`src/rtl/char_frame_ctrl.sv`:
```
// Frame-synchronous character position controller: buffers one position update per frame
// and commits it at the start of vertical blanking, alongside frame and animation counters.
module char_frame_ctrl #(
    parameter int SCREEN_WIDTH    = 10,
    parameter int V_ACTIVE        = 480,
    parameter int H_ACTIVE        = 640,
    parameter int CHAR_WIDTH_X    = 32,
    parameter int CHAR_WIDTH_Y    = 32,
    parameter int INIT_X          = 304,
    parameter int INIT_Y          = 224,
    parameter int FRAME_CNT_WIDTH = 16,
    parameter int ANIM_FRAMES     = 4,
    parameter int ANIM_DIV        = 8
) (
    input  logic                           sys_clk,
    input  logic                           sys_rst_n,
    input  logic [SCREEN_WIDTH-1:0]        y,
    input  logic                           upd_valid,
    output logic                           upd_ready,
    input  logic [SCREEN_WIDTH-1:0]        upd_char_x,
    input  logic [SCREEN_WIDTH-1:0]        upd_char_y,
    output logic [SCREEN_WIDTH-1:0]        char_x,
    output logic [SCREEN_WIDTH-1:0]        char_y,
    output logic                           commit_pulse,
    output logic [FRAME_CNT_WIDTH-1:0]     frame_cnt,
    output logic [$clog2(ANIM_FRAMES)-1:0] anim_idx
);

    localparam int ANIM_W = $clog2(ANIM_FRAMES);
    localparam int DIV_W  = (ANIM_DIV > 1) ? $clog2(ANIM_DIV) : 1;

    localparam logic [SCREEN_WIDTH-1:0] V_START  = SCREEN_WIDTH'(V_ACTIVE);
    localparam logic [SCREEN_WIDTH-1:0] MAX_X    = SCREEN_WIDTH'(H_ACTIVE - CHAR_WIDTH_X);
    localparam logic [SCREEN_WIDTH-1:0] MAX_Y    = SCREEN_WIDTH'(V_ACTIVE - CHAR_WIDTH_Y);
    localparam logic [SCREEN_WIDTH-1:0] RESET_X  = SCREEN_WIDTH'(INIT_X);
    localparam logic [SCREEN_WIDTH-1:0] RESET_Y  = SCREEN_WIDTH'(INIT_Y);
    localparam logic [DIV_W-1:0]        DIV_LAST = DIV_W'(ANIM_DIV - 1);
    localparam logic [ANIM_W-1:0]       ANIM_LAST = ANIM_W'(ANIM_FRAMES - 1);

    typedef enum logic {
        IDLE    = 1'b0,
        PENDING = 1'b1
    } state_t;

    state_t                  state;
    state_t                  state_next;
    logic                    blank;
    logic                    blank_d;
    logic                    vb_start;
    logic                    accept;
    logic                    commit;
    logic [SCREEN_WIDTH-1:0] clamp_x;
    logic [SCREEN_WIDTH-1:0] clamp_y;
    logic [SCREEN_WIDTH-1:0] shadow_x;
    logic [SCREEN_WIDTH-1:0] shadow_y;
    logic [DIV_W-1:0]        div_cnt;

    // blank_d resets high so a reset released inside blanking waits for the next frame
    assign blank    = (y >= V_START);
    assign vb_start = blank & ~blank_d;

    assign clamp_x = (upd_char_x > MAX_X) ? MAX_X : upd_char_x;
    assign clamp_y = (upd_char_y > MAX_Y) ? MAX_Y : upd_char_y;

    always_comb begin
        state_next = state;
        accept     = 1'b0;
        commit     = 1'b0;
        case (state)
            IDLE: begin
                if (upd_valid && upd_ready) begin
                    accept     = 1'b1;
                    state_next = PENDING;
                end
            end
            PENDING: begin
                if (vb_start) begin
                    commit     = 1'b1;
                    state_next = IDLE;
                end
            end
            default: state_next = IDLE;
        endcase
    end

    // upd_ready tracks the next state so it drops on the accepting edge
    always_ff @(posedge sys_clk or negedge sys_rst_n) begin
        if (!sys_rst_n) begin
            state     <= IDLE;
            upd_ready <= 1'b1;
        end else begin
            state     <= state_next;
            upd_ready <= (state_next == IDLE);
        end
    end

    always_ff @(posedge sys_clk or negedge sys_rst_n) begin
        if (!sys_rst_n) begin
            blank_d <= 1'b1;
        end else begin
            blank_d <= blank;
        end
    end

    always_ff @(posedge sys_clk or negedge sys_rst_n) begin
        if (!sys_rst_n) begin
            shadow_x <= '0;
            shadow_y <= '0;
        end else if (accept) begin
            shadow_x <= clamp_x;
            shadow_y <= clamp_y;
        end
    end

    always_ff @(posedge sys_clk or negedge sys_rst_n) begin
        if (!sys_rst_n) begin
            char_x       <= RESET_X;
            char_y       <= RESET_Y;
            commit_pulse <= 1'b0;
        end else begin
            commit_pulse <= commit;
            if (commit) begin
                char_x <= shadow_x;
                char_y <= shadow_y;
            end
        end
    end

    always_ff @(posedge sys_clk or negedge sys_rst_n) begin
        if (!sys_rst_n) begin
            frame_cnt <= '0;
        end else if (vb_start) begin
            frame_cnt <= frame_cnt + 1'b1;
        end
    end

    // Animation advances once every ANIM_DIV frames
    always_ff @(posedge sys_clk or negedge sys_rst_n) begin
        if (!sys_rst_n) begin
            div_cnt  <= '0;
            anim_idx <= '0;
        end else if (vb_start) begin
            if (div_cnt == DIV_LAST) begin
                div_cnt  <= '0;
                anim_idx <= (anim_idx == ANIM_LAST) ? '0 : anim_idx + 1'b1;
            end else begin
                div_cnt <= div_cnt + 1'b1;
            end
        end
    end

endmodule

```
`config.mk`:
```
export PLATFORM = sky130hd
export DESIGN_NAME = char_frame_ctrl
export DESIGN_NICKNAME = d
export VERILOG_FILES = /design/src/rtl/char_frame_ctrl.sv
export SDC_FILE = /design/constraint.sdc
export NUM_CORES = 1
export LEC_CHECK = 0
export ABC_AREA = 1
export BUFFER_PORTS_ARGS = -buffer_cell sky130_fd_sc_hd__buf_4
export CORE_UTILIZATION = 59
export CTS_BUF_LIST = sky130_fd_sc_hd__clkbuf_4 sky130_fd_sc_hd__clkbuf_8
export CTS_CLUSTER_SIZE = 8
export DETAILED_ROUTE_END_ITERATION = 12
export PLACE_DENSITY = 0.95
export SETUP_SLACK_MARGIN = 0.1
export SLEW_MARGIN = 40
export SYNTH_ARGS = -nofsm -noshare
export SYNTH_HDL_FRONTEND = slang
export SYNTH_SLANG_ARGS = --single-unit
```
`constraint.sdc`:
```
create_clock -name sys_clk -period 2.75 [get_ports sys_clk]
set_input_delay 0.275 -clock sys_clk [delete_from_list [all_inputs] [get_ports sys_clk]]
set_output_delay 0.275 -clock sys_clk [all_outputs]
set_load 0.1 [all_outputs]
```
==> results of run 1 <==
## layer usage
metal	vias to the layer above	track usage, %	share of wire, %	routed length, um
li1	1232	-	-	-
met1	1163	28.3	43	2530
met2	91	44.7	49	2850
met3	12	6.22	6.0	348
met4	0	11.3	2.1	121
met5	-	0	0	0
## logic make-up (layout without fill, tap and decap cells)
kind of cell | count (synthesis) | in the layout
adder cells (fa/ha/maj) | 4 | 4
XOR/XNOR | 8 | 8
flip-flops | 65 | 65
AND/OR/NAND/NOR | 194 | 194
buffers and inverters | 42 | 116
AO/OA/AOI/OAI | 36 | 36
## worst max-delay path, stage by stage, from the launching register on
cell	delay, ns
dfstp_2	0.54
nand3_2	0.29
inv_1	0.54
o21ai_0	0.17
o21ai_0	0.10
## cell type report
class	count	area, um^2
sequential	65	1640
fill	347	1100
clock buffer	13	160
multi-input combinational	242	1150
clock inverter	1	5.00
inverter	34	130
timing repair buffer	68	517
tap	67	83.8
## flip-flops by register name, summed over array words and instances, names as in the netlist
name	flops
anim_idx	2
char_x	10
blank_d	1
div_cnt	3
commit_pulse	1
upd_ready	1
shadow_x	10
char_y	10
shadow_y	10
frame_cnt	16
state	1
## placed cells by master, fill, tap and decap left out, types with 2 or more instances in the layout
cell,count
a21oi_1,3
buf_4,66
clkbuf_4,3
clkbuf_8,10
dfrtp_1,57
dfstp_2,8
ha_1,4
inv_1,32
nand2_1,135
nand2_4,2
nand3_1,11
nand3b_1,2
nand4_1,4
nor2_1,36
nor3_1,2
o21ai_0,14
o21ai_2,12
o22ai_1,6
xnor2_1,2
xor2_1,6
## report_power, final
group / total (mW) / internal, mW / switching [mW]
logic: 2.39 / 0.494 / 1.89
clock network: 0.703 / 0.371 / 0.332
registers: 1.55 / 1.33 / 0.223
total: 4.64 / 2.20 / 2.45
## path summary, 6_finish.rpt
check | from | to | depth (start not counted)
setup / recovery | upd_ready | shadow_y[7] | 4
hold / removal | y[9] | blank_d | 2
setup reg to reg | upd_ready | shadow_y[7] | 4
hold reg to reg | shadow_y[6] | char_y[6] | 2
max in group asynchronous | sys_rst_n | upd_ready | 2
min in group asynchronous | sys_rst_n | frame_cnt[10] | 2
## per-stage QoR
step | std cells | area [um^2] | setup WS, ns
after global placement | 475 | 3510 | 1.07
after CTS | 489 | 3670 | 1.01
final | 490 | 3680 | 1.01
after global routing | 490 | 3680 | 0.886
after detailed placement | 475 | 3510 | 1.02
after floorplan | 349 | 2980 | 0.751
## repair_timing
action / CTS / global route
setup buffers: 0 / 0
hold endpoints to repair: 0 / 57
hold buffers: 0 / 1
==> out/metrics.yaml, run 1 <==
rows: 25
synth_cell_types: 26
netlist_area_um2: 2980
ys_seq_elements: 65
synthTopCellsByArea: "dfrtp_1, nand2_1, dfstp_2"
clkSlewWorstSetupHoldPaths_ns: 0.06
clock.fmax_ghz: 0.576
numCtsBuffers: 9
status: "complete, no violations"
min_path_type: "input port to register"
die_h_um: 73.1
synthCells: 349
tightest_slew_ns: 0.565
firstDrtPassIters: 4
track_usage_pct: 25.1
finalCriticalPeriod_ns: 1.74
synth-async-reset-ratio_pct: 100
ir_drop_mv: 0.855
antenna_cells: 0
antenna_found_initial: 0
yosys.area_share.simple_pct: 26.4
die_x_um: 73.1
post-route-util_pct: 77.0
core-area_um2: 4790
initial_core_util_pct: 62.2
htree_levels: 3
wire_per_inst_um: 11.9
drv_cap: 0
synth_top_family_by_area: "simple AND/OR/NAND/NOR gates"
cts_resized: 0
worst-path-max-fanout: 22
synth-edff-count: 0
ant_nets: 0
nNetsFinal: 457
endpoint_kind: "register"
cts_tree: "built"
fin_setup_tns_ns: 0
worst_ep_arrival_time_ns: 1.99
finClkSkew_ns: 0.00812
yosysWarnings: 0
drc: 0
setup_violations: 0
slew_headroom_pct: 62.3
synth_nets: 386
powerDensity_nw_per_um2: 1260
synth_top_area_cell: "dfrtp_1"
gp_congestion: 0.822
synth.avg_cell_area_um2: 8.54
synth-xor-area-share_pct: 2.35
drive_gt1_share_pct: 25.5
vias: 2498
routed_wl_um: 5850
grt_pass1_wl_um: 9990
reg2reg_setup_slack_ns: 1.01
synthMuxAreaShare_pct: 0
dp.final_hpwl_um: 4070
cts_sinks: 65
io_pins: 73
synth-compound-area-share_pct: 8.27
hold_ws_ns: 0.171
overflow: 0
yosysTopAreaCellShare_pct: 47.9
grt_max_degree: 66
clockBufferDepth: 2
drv_slew: 0
worstSetupPathType: "register to register"
cts-root-buf: "clkbuf_8"
grt_pass1_vias: 2406
vias_per_cell: 5.10
total_power_mw: 4.64
yosysSeqAreaShare_pct: 54.9
synth_ff_type: "dfrtp_1"
cp_data_required_time_ns: 3.00
area_growth_pct: 23.7
min_period_over_period_pct: 63.1
io_buffer_count: 67
p_leak_nw: 1.92
hold_viol: 0
rsz0062_at_grt: "false"
die_area_um2: 5340
synth_top_cells_by_count: "nand2_1, dfrtp_1, nor2_1, inv_1, o21ai_0"
cp-start-kind: "register"
clk_latency_ns: 0.34
yosysMostFrequentCell: "nand2_1"
drtIter0Drc: 144
synthAdderAreaFrac_pct: 1.68
Power figures use the tool's default switching activity.
==> inputs of run 2 (changes only) <==
Settings changed: CORE_UTILIZATION 59 to 50, PLACE_DENSITY 0.95 to 0.88.
Clock period 2.75 ns to 1.5 ns, I/O delays scaled along.
==> run 2 against run 1 <==
Power increased by 97%. Via count up 1.5%. Non-clock buffer count grew 6. Register-to-register slack worse by 0.79 ns. First-iteration DRC count is 24% lower. Critical path type is now register to output pin. Largest power group unchanged.
==> out/metrics.yaml, run 2 (synthesized netlist as in run 1, its figures left out) <==
worstSetupPathType: "register to output pin"
worst_ep_arrival_time_ns: 1.20
dp.cells: 486
p_leak_nw: 1.95
p_switching_mw: 4.66
cts_tree: "built"
status: "complete, no violations"
clkPwrFrac_pct: 18.4
clockBufferDepth: 2
mostFrequentLayoutCells: "nand2_1, buf_4, dfrtp_1"
fin_setup_tns_ns: 0
rsz0062_at_grt: "true"
total_power_mw: 9.13
seq_power_share_pct: 32.3
drtIter0Drc: 110
core-area_um2: 5610
ir_drop_mv: 2.00
drv_cap: 0
hold_viol: 0
area_growth_pct: 31.8
die_x_um: 79.2
power.internal_mw: 4.47
clock.fmax_ghz: 0.740
worst-path-max-fanout: 2
crit_chain: "buf_6"
slowest_delay_ns: 0.64
finClkSkew_ns: 0.0131
largest-register: "frame_cnt"
antenna_cells: 0
slew_headroom_pct: 81.8
min_path_type: "input port to register"
drc: 0
cts-root-buf: "clkbuf_8"
drv_slew: 0
numCtsBuffers: 9
stdcell_area_um2: 3930
cp_slowest_cell: "dfstp_4"
powerDensity_nw_per_um2: 2330
cp_top_family: "flip-flops"
firstDrtPassIters: 4
grt_pass1_vias: 2447
grt_pass1_wl_um: 10900
htree_levels: 3
combPwrFrac_pct: 49.3
gp_congestion: 0.835
layoutNonFillerInstCount: 503
grt_max_degree: 33
dp.final_hpwl_um: 4430
drive_gt1_share_pct: 33.2
die_area_um2: 6270
setup_violations: 0
rows: 27
endpoint_kind: "output pin"
tightest_slew_ns: 0.272
worst-path-buf-inv: 1
routed_wl_um: 6270
die_h_um: 79.2
cts_sinks: 65
vias_per_cell: 5.04
clk_latency_ns: 0.34
min_period_over_period_pct: 90.1
layout_commonest_cell: "nand2_1"
wire_per_inst_um: 12.5
cp_data_required_time_ns: 1.35
cp-start-kind: "register"
finalCriticalPeriod_ns: 1.35
io_pins: 73
nNetsFinal: 463
vias: 2536
antenna_found_initial: 0
ant_nets: 0
overflow: 0
swShare_pct: 51.0
io_buffer_count: 67
clkSlewWorstSetupHoldPaths_ns: 0.08
track_usage_pct: 22.6
largest_register_ffs: 16
initial_core_util_pct: 53.1
nFillCells: 411
dpl-instance-area_um2: 3670
[run 2: cell count changes in the layout (fill, tap and decap cells not counted), sizes merged]
cell | before | now
buf | 67 | 73
clkbuf | 13 | 10
bufinv | 0 | 2
clkinv | 1 | 2
clkinvlp | 0 | 1
inv | 34 | 35
[run 2: layout make-up]
| cell class | instances | area (um^2) | share of cell area (%) |
|---|---|---|---|
| multi-input cells | 242 | 1200 | 30.6 |
| clock buffers | 10 | 138 | 3.50 |
| inverters | 34 | 133 | 3.38 |
| repair buffers | 74 | 587 | 14.9 |
| flip-flops and latches | 65 | 1690 | 43.0 |
| clock inverters | 6 | 90.1 | 2.29 |
| well taps | 72 | 90.1 | 2.29 |
[run 2: per-stage QoR]
step,util [%],hold slack [ns],setup WS [ns]
after CTS,69.7,0.0315,0.131
after global routing,70.0,0.0341,0.0939
after floorplan,-,-0.146,0.0640
after detailed placement,65.4,0.0178,0.170
after global placement,65.4,0.0118,0.197
final,70.0,0.0448,0.148
[run 2: power by group through the flow]
| stage | clock network, mW | registers (mW) | logic (mW) |
|---|---|---|---|
| finish | 1.68 | 2.95 | 4.50 |
| global route | 1.78 | 3.03 | 4.77 |
| CTS | 1.70 | 2.94 | 4.51 |
| detailed placement | 0 | 2.96 | 4.48 |
| global placement | 0 | 2.93 | 4.39 |
| floorplan | 0 | 5.44 | 1.04 |
[run 2: path summary, 6_finish.rpt]
| path | start | endpoint | slack, ns | cells after the start |
|---|---|---|---|---|
| setup reg to reg | upd_ready | shadow_x[2] | 0.22 | 5 |
| setup / recovery | upd_ready | upd_ready | 0.15 | 1 |
| min in group asynchronous | sys_rst_n | frame_cnt[5] | 0.20 | 2 |
| hold reg to reg | char_x[4] | char_x[4] | 0.47 | 2 |
| max in group asynchronous | sys_rst_n | char_x[4] | 0.73 | 3 |
| hold / removal | upd_char_x[8] | shadow_x[8] | 0.04 | 3 |
[run 2: repair_timing]
item	CTS	global route
buffers inserted	0	0
endpoints found under the hold margin	57	0
hold buffers	1	0
endpoints found under the setup margin	1	12
gates resized for setup	1	5
[run 2: layer usage]
layer | vias to the layer above | GRT usage (%) | wire length (um)
met3 | 4 | 5.40 | 364
met1 | 1197 | 28.0 | 2750
li1 | 1247 | - | -
met2 | 88 | 38.9 | 3120
met5 | - | 0 | 0
met4 | 0 | 7.09 | 36
